[src/rtl/uacm_reg_responder.sv]
// rtl/uacm_reg_responder.sv - byte-stream read/write command responder driving a 32-bit register bus
module uacm_reg_responder #(
    parameter int unsigned TIMEOUT = 255
) (
    input  logic        clk,
    input  logic        rst,
    input  logic [7:0]  out_data,
    input  logic        out_last,
    input  logic        out_valid,
    output logic        out_ready,
    output logic [7:0]  in_data,
    output logic        in_last,
    output logic        in_valid,
    input  logic        in_ready,
    output logic        in_flush_now,
    output logic [7:0]  bus_addr,
    output logic [31:0] bus_wdata,
    output logic        bus_we,
    output logic        bus_cyc,
    input  logic        bus_ack,
    input  logic [31:0] bus_rdata
);

    typedef enum logic [2:0] {
        S_IDLE,
        S_ADDR,
        S_DATA,
        S_BUS,
        S_RESP
    } state_t;

    localparam logic [15:0] TLAST = 16'(TIMEOUT - 1);

    state_t       state_q, state_d;
    logic [1:0]   wcnt;
    logic [15:0]  tcnt;
    logic [39:0]  resp_sr;
    logic [2:0]   rcnt;
    logic         op_known;
    logic         unused_ok;

    assign unused_ok = out_last;
    assign op_known  = (out_data == 8'h01) || (out_data == 8'h02);

    always_comb begin
        state_d      = state_q;
        out_ready    = 1'b0;
        in_valid     = 1'b0;
        bus_cyc      = 1'b0;
        in_data      = 8'h00;
        in_last      = 1'b0;
        in_flush_now = 1'b0;
        case (state_q)
            S_IDLE: begin
                out_ready = 1'b1;
                if (out_valid) state_d = op_known ? S_ADDR : S_RESP;
            end
            S_ADDR: begin
                out_ready = 1'b1;
                if (out_valid) state_d = bus_we ? S_DATA : S_BUS;
            end
            S_DATA: begin
                out_ready = 1'b1;
                if (out_valid && wcnt == 2'd3) state_d = S_BUS;
            end
            S_BUS: begin
                bus_cyc = 1'b1;
                if (bus_ack || tcnt == TLAST) state_d = S_RESP;
            end
            S_RESP: begin
                in_valid     = 1'b1;
                in_data      = resp_sr[39:32];
                in_last      = (rcnt == 3'd1);
                in_flush_now = in_last;
                if (in_ready && rcnt == 3'd1) state_d = S_IDLE;
            end
            default: state_d = S_IDLE;
        endcase
    end

    always_ff @(posedge clk) begin
        if (!rst) begin
            state_q   <= S_IDLE;
            bus_addr  <= 8'h00;
            bus_wdata <= 32'h0;
            bus_we    <= 1'b0;
            wcnt      <= 2'd0;
            tcnt      <= 16'd0;
            resp_sr   <= 40'h0;
            rcnt      <= 3'd0;
        end else begin
            state_q <= state_d;
            case (state_q)
                S_IDLE: begin
                    if (out_valid) begin
                        if (op_known) begin
                            bus_we <= (out_data == 8'h01);
                        end else begin
                            resp_sr <= {8'hFF, 32'h0};
                            rcnt    <= 3'd1;
                        end
                    end
                end
                S_ADDR: begin
                    if (out_valid) begin
                        bus_addr <= out_data;
                        wcnt     <= 2'd0;
                        tcnt     <= 16'd0;
                    end
                end
                S_DATA: begin
                    if (out_valid) begin
                        bus_wdata <= {bus_wdata[23:0], out_data};
                        wcnt      <= wcnt + 2'd1;
                        tcnt      <= 16'd0;
                    end
                end
                S_BUS: begin
                    // Ack wins over a timeout landing in the same cycle; the counter never passes TLAST.
                    if (bus_ack) begin
                        if (bus_we) begin
                            resp_sr <= {8'h81, 32'h0};
                            rcnt    <= 3'd1;
                        end else begin
                            resp_sr <= {8'h82, bus_rdata};
                            rcnt    <= 3'd5;
                        end
                    end else if (tcnt == TLAST) begin
                        resp_sr <= {8'hFE, 32'h0};
                        rcnt    <= 3'd1;
                    end else begin
                        tcnt <= tcnt + 16'd1;
                    end
                end
                S_RESP: begin
                    if (in_ready) begin
                        resp_sr <= {resp_sr[31:0], 8'h00};
                        rcnt    <= rcnt - 3'd1;
                    end
                end
                default: ;
            endcase
        end
    end

endmodule

[config.mk]
export PLATFORM = sky130hd
export DESIGN_NAME = uacm_reg_responder
export DESIGN_NICKNAME = d
export VERILOG_FILES = /design/src/rtl/uacm_reg_responder.sv
export SDC_FILE = /design/constraint.sdc
export NUM_CORES = 1
export LEC_CHECK = 0
export BUFFER_PORTS_ARGS = -buffer_cell sky130_fd_sc_hd__buf_4
export CORE_MARGIN = 5
export CORE_UTILIZATION = 30
export DETAILED_ROUTE_END_ITERATION = 16
export SLEW_MARGIN = 20
export SYNTH_ARGS = -nofsm -noshare
export SYNTH_HDL_FRONTEND = slang
export SYNTH_SLANG_ARGS = --single-unit
export TNS_END_PERCENT = 20
[constraint.sdc]
create_clock -name clk -period 1.86 [get_ports clk]
set_input_delay 0.372 -clock clk [delete_from_list [all_inputs] [get_ports clk]]
set_output_delay 0.372 -clock clk [all_outputs]
set_load 0.02 [all_outputs]
======== After elaboration in Yosys (flattened, before gate mapping) ========
Cells that the tools add are included.
operators by class
  $add $sub $neg .......................... 3
  eq/ne operators ......................... 21
  multiplexer cells ....................... 34
  reductions and logical operators ........ 17
operators with widths
  cell                                             number
  two-way mux 40 bit                               5
  case mux 40 bit (3 select lines)                 1
  two-way mux 16 bit                               3
  two-way mux 3 bit                                12
  two-way mux 34 bit                               1
  case mux 16 bit (2 select lines)                 1
  != test 2 bit (second input constant)            10
  adder 16 x 1 -> 16 bit (second input constant)   1
  == test 16 x 8 -> 1 bit (second input constant)  1
  case mux 3 bit (5 select lines)                  1
  AND reduction 5 bit                              2
  case mux 3 bit (3 select lines)                  1
  == test 8 x 1 -> 1 bit (second input constant)   1
  == test 8 x 2 -> 1 bit (second input constant)   1
  two-way mux 8 bit                                1
  == test 3 x 1 -> 1 bit (second input constant)   2
  == test 3 x 2 -> 1 bit (second input constant)   2
  AND reduction 3 bit                              2
  two-way mux 1 bit                                5
  two-way mux 2 bit                                2
  case mux 2 bit (2 select lines)                  1
  AND reduction 2 bit                              2
  AND reduction 4 bit                              1
  nonzero test 2 bit                               2
  12 further kinds                                 14
storage, ports and cells
  register bits ........................... 105
  input port bits ......................... 46
  output and inout port bits .............. 54
  logic and storage cells ................. 83

======== Logic depth before layout (Yosys ltp) ========
  depth in word-level cells ............... 5
  depth in mapped cells ................... 9
  depth with buffers taken out ............ 7

======== Worst setup path before layout ========
No wires, ideal clock.
  kind .................................... input port to flip-flop
  start ................................... input out_data[7]
  end ..................................... register resp_sr[12]
  library setup time ...................... 0.081 ns
  arrival ................................. 1.807 ns
  data required time ...................... 1.779 ns
  path slack .............................. -0.029 ns
  stages .................................. 8
  buffers on the path ..................... 3
  cells stage by stage .................... nor4_2 > a311oi_1 > or3_1 > buf_2 > and2_4 > buf_6 > buf_6 > a211oi_2
on the way
  cells in the longest elaborated chain, start to end .. 4
  elaborated cells between the ends (all ways) .. 5
  those cells by class .................... eq/ne (3); reduce/logical (2)
ends and longest elaborated chain
  what                                                                     RTL line  source
  start, declared                                                          7         input logic [7:0] out_data,
  == test 8 x 1 -> 1 bit / == test 8 x 2 -> 1 bit (equally long branches)  43        assign op_known = (out_data == 8'h01) || (out_data == 8'h02);
  logical OR 1 bit (*)                                                     43
  != test 2 bit (no source line) (*)                                       --
  AND reduction 5 bit (no source line) (*)                                 --
  end signal, assigned                                                     99        resp_sr <= {8'hFF, 32'h0};
  end signal, assigned                                                     122       resp_sr <= {8'h81, 32'h0};
  end signal, assigned                                                     125       resp_sr <= {8'h82, bus_rdata};
  end, declared                                                            37        logic [39:0] resp_sr;
Mark *: on every way between the ends. The rest lies on a longest branch, timed or not.
A chain may end at the register's enable or synchronous reset.

======== Worst setup path after layout ========
  start ................................... register tcnt[1]
  end ..................................... register resp_sr[25]
on the way
  cells in the longest elaborated chain, start to end .. 3
ends and longest elaborated chain
  what                                  RTL line  source
  start, declared                       36        logic [15:0] tcnt;
  start signal, assigned                132       tcnt <= tcnt + 16'd1;
  == test 16 x 8 -> 1 bit               128       end else if (tcnt == TLAST) begin
  != test 3 bit (no source line)        --
  AND reduction 5 bit (no source line)  --
  end signal, assigned                  125
  end signal, assigned                  129       resp_sr <= {8'hFE, 32'h0};
  end signal, assigned                  137       resp_sr <= {resp_sr[31:0], 8'h00};
Every way passes these cells.

==> out/qor.yml <==
drv_slew: 0
fp.dieH_um: 135.5
synth_fp_nets: 613
finalCritPeriodShare_pct: 101.4
pre_cts_ws_ns: -0.2499
cts_max_level: 3
synth_edf_count: 0
rsz0062_at_grt: "yes"
cts.sinks: 105
drtAntennaViolNets: 0
fillers: 1532
timing.rr.start: "tcnt[1]"
layout_min_cycle_time_ns: 1.886
area_delta_synth_final_pct: 41.03
antenna_found_initial: 0
die_w_um: 135.5
diodes: 0
hold_start: "bus_rdata[7]"
leakage_uw: 0.002458
dieArea_sq_um: 18370
fin_skew_ns: 0.008696
cts_tree: "yes"
worstReg2RegEnd: "resp_sr[25]"
yosysMostFrequentCell: "nand2_1"
via_per_inst: 5.092
grt_pass1_vias: 4383
timing.final.ws_setup_ns: -0.02632
min_to: "resp_sr[7]"
synthArstFlopShare_pct: 0
drive_gt1_share_pct: 37.21
ys_ff_latch: 105
rr_worst_depth: 9
overflow: 0
ys_types: 52
yosysSeqAreaShare_pct: 44.47
critPathRequiredTime_ns: 2.13
cp-start-kind: "register"
criticalPathCategory: "register to register"
num-nets-final: 742
grt_pass1_wl_um: 21750
root_buffer: "clkbuf_16"
hold_path_depth: 3
ys_warn_count: 0
wl_met3_um: 762
globalplace.congestion: 0.8156
gr-usage-all-layers_pct: 14.62
synth_top_cell_by_area: "dfxtp_1"
whs_ns: 0.2405
vdd.ir_drop.worst_mv: 0.4326
maxUsedRoutingLayer: "met4"
fmax_mhz: 530.1
num_rows: 45
dr.first_iter.drc_count: 246
failed_checks: "setup timing"
io_buffers: 98
netlist_area_sq_um: 4727
max_cap_violations: 0
crit_path_end_kind: "register"
placed_area_sq_um: 5881
finalHoldViolations: 0
hold_buffers: 0
status: "finished with violations"
p_per_area_nw_per_um2: 865.3
ff2ff_setup_slack_ns: -0.03
synth_cells: 562
path_clk_slew_ns: 0.07
crit_fanout: 6
remaining_drc_errors: 0
synth_ff_type: "dfxtp_1"
worst_pin_slew_ns: 0.3855
synth_top_area_share_pct: 44.47
vias: 4618
stdcell_area_sq_um: 6666
critPathArrivalTime_ns: 2.16
grt_max_degree: 51
ys_top_cells_by_area: "dfxtp_1 44%, a21oi_1 8.7%, nand2_1 8.5%, a211oi_2 6.4%, a22oi_1 4.0%"
setup_viol: 12
cts_made_buffers: 9
avgSynthCellArea_sq_um: 8.411
routedWlPerCell_um: 15.88
core-area_sq_um: 15310
initial_utilization_pct: 30.87
firstDrtPassIters: 5
synthTopCellsByCount: "107 x nand2_1, 105 x dfxtp_1, 82 x a21oi_1"
maxSlewHeadroom_pct: 74.30
clk_path_buf_depth: 2
clock_latency_ns: 0.35
dp_hpwl_um: 9191
io_pins: 100
drt-met1-wl_um: 6368
finalWirelength_um: 14400
hp-class: "input port to register"
dr_wl_met2_um: 6933
-- logic make-up after synthesis --
group	count (synthesis)	share of synthesized area, %
DFF	105	44.47
AOI/OAI and AO/OA	184	26.31
buffers and inverters	58	5.770
and+or+nand+nor	205	21.20
xor gates and xnor gates	5	0.9266
adders and majority gates	5	1.323
-- worst max path at each step --
| stage | startpoint | endpoint | cells past startpoint |
|---|---|---|---|
| after floorplan | out_data[7] | resp_sr[12] | 8 |
| after global placement | out_data[7] | rcnt[1] | 6 |
| after detailed placement | out_data[7] | resp_sr[15] | 6 |
| after CTS | state_q[1] | tcnt[15] | 7 |
| after global routing | tcnt[1] | resp_sr[25] | 9 |
| final | tcnt[1] | resp_sr[25] | 9 |
-- sequential cells by signal, indices dropped and copies added (netlist names) --
register	count
bus_addr	8
tcnt	16
resp_sr	40
bus_we	1
state_q	3
wcnt	2
rcnt	3
bus_wdata	32
-- metal layers --
metal  GRT usage, %  vias to the layer above
met2          23.06                      116
li1               -                     2279
met5              0                        -
met3          3.752                       20
met1          19.16                     2203
met4          5.711                        0
-- cells in the final DEF (no fill, tap or decap), drive strengths merged, types with 3 or more instances in the layout --
cell,Yosys,final
nand2,107,107
a21oi,82,82
clkbuf,29,13
nand2b,3,3
a22oi,25,25
inv,8,11
nand4,6,6
a2bb2oi,4,4
nand4bb,3,3
o21ai,30,30
o2111ai,5,5
dfxtp,105,105
ha,5,5
o31ai,3,3
a211oi,25,25
nor3,7,7
nor4,3,3
and2,10,16
buf,21,160
nor2,20,20
xnor2,3,3
o211ai,3,3
or4,5,5
nand3,19,19
or3,8,8
-- metrics by stage --
stage                      TNS, ns  util, %  power (uW)  instances
after global placement      -8.512    38.40        3523        869
after CTS                  -0.2118    41.46        5565        893
after global routing        -2.234    43.53        6037        907
after detailed placement    -9.822    38.40        3552        869
final                      -0.1826    43.53        5768        907
after floorplan           -0.01054        -        3231        562
-- area by class of cell --
cell class                      instances  area (sq um)  area share (%)
Clock buffer                           11         242.7           3.641
Clock inverter                          5         45.04          0.6757
Timing Repair Buffer                  162          1380           20.70
Multi-Input combinational cell        405          2586           38.80
Inverter                                8         32.53          0.4880
Tap cell                              211         264.0           3.960
Sequential cell                       105          2116           31.74
-- where the power goes --
group          leakage, uW  internal (uW)  switching, uW
clock network     0.000139            968            895
registers         0.000857           2400            114
logic              0.00146            678            713
-- repair_timing --
action | 4_1_cts | 5_1_grt
pin swaps | 2 | 34
setup endpoints to repair | 58 | 64
buffers inserted | 6 | 6
gates cloned | 2 | 9
resized for setup | 34 | 51
-- worst max-delay path, cell delays in order, from the launching register on --
cell	delay (ns)
dfxtp_2	0.37
ha_4	0.13
nor4b_4	0.20
nand4_1	0.15
buf_4	0.17
a21boi_4	0.21
buf_6	0.18
buf_12	0.12
a21oi_1	0.07
a211oi_2	0.21
No activity file was read; power rests on OpenSTA's default activity.
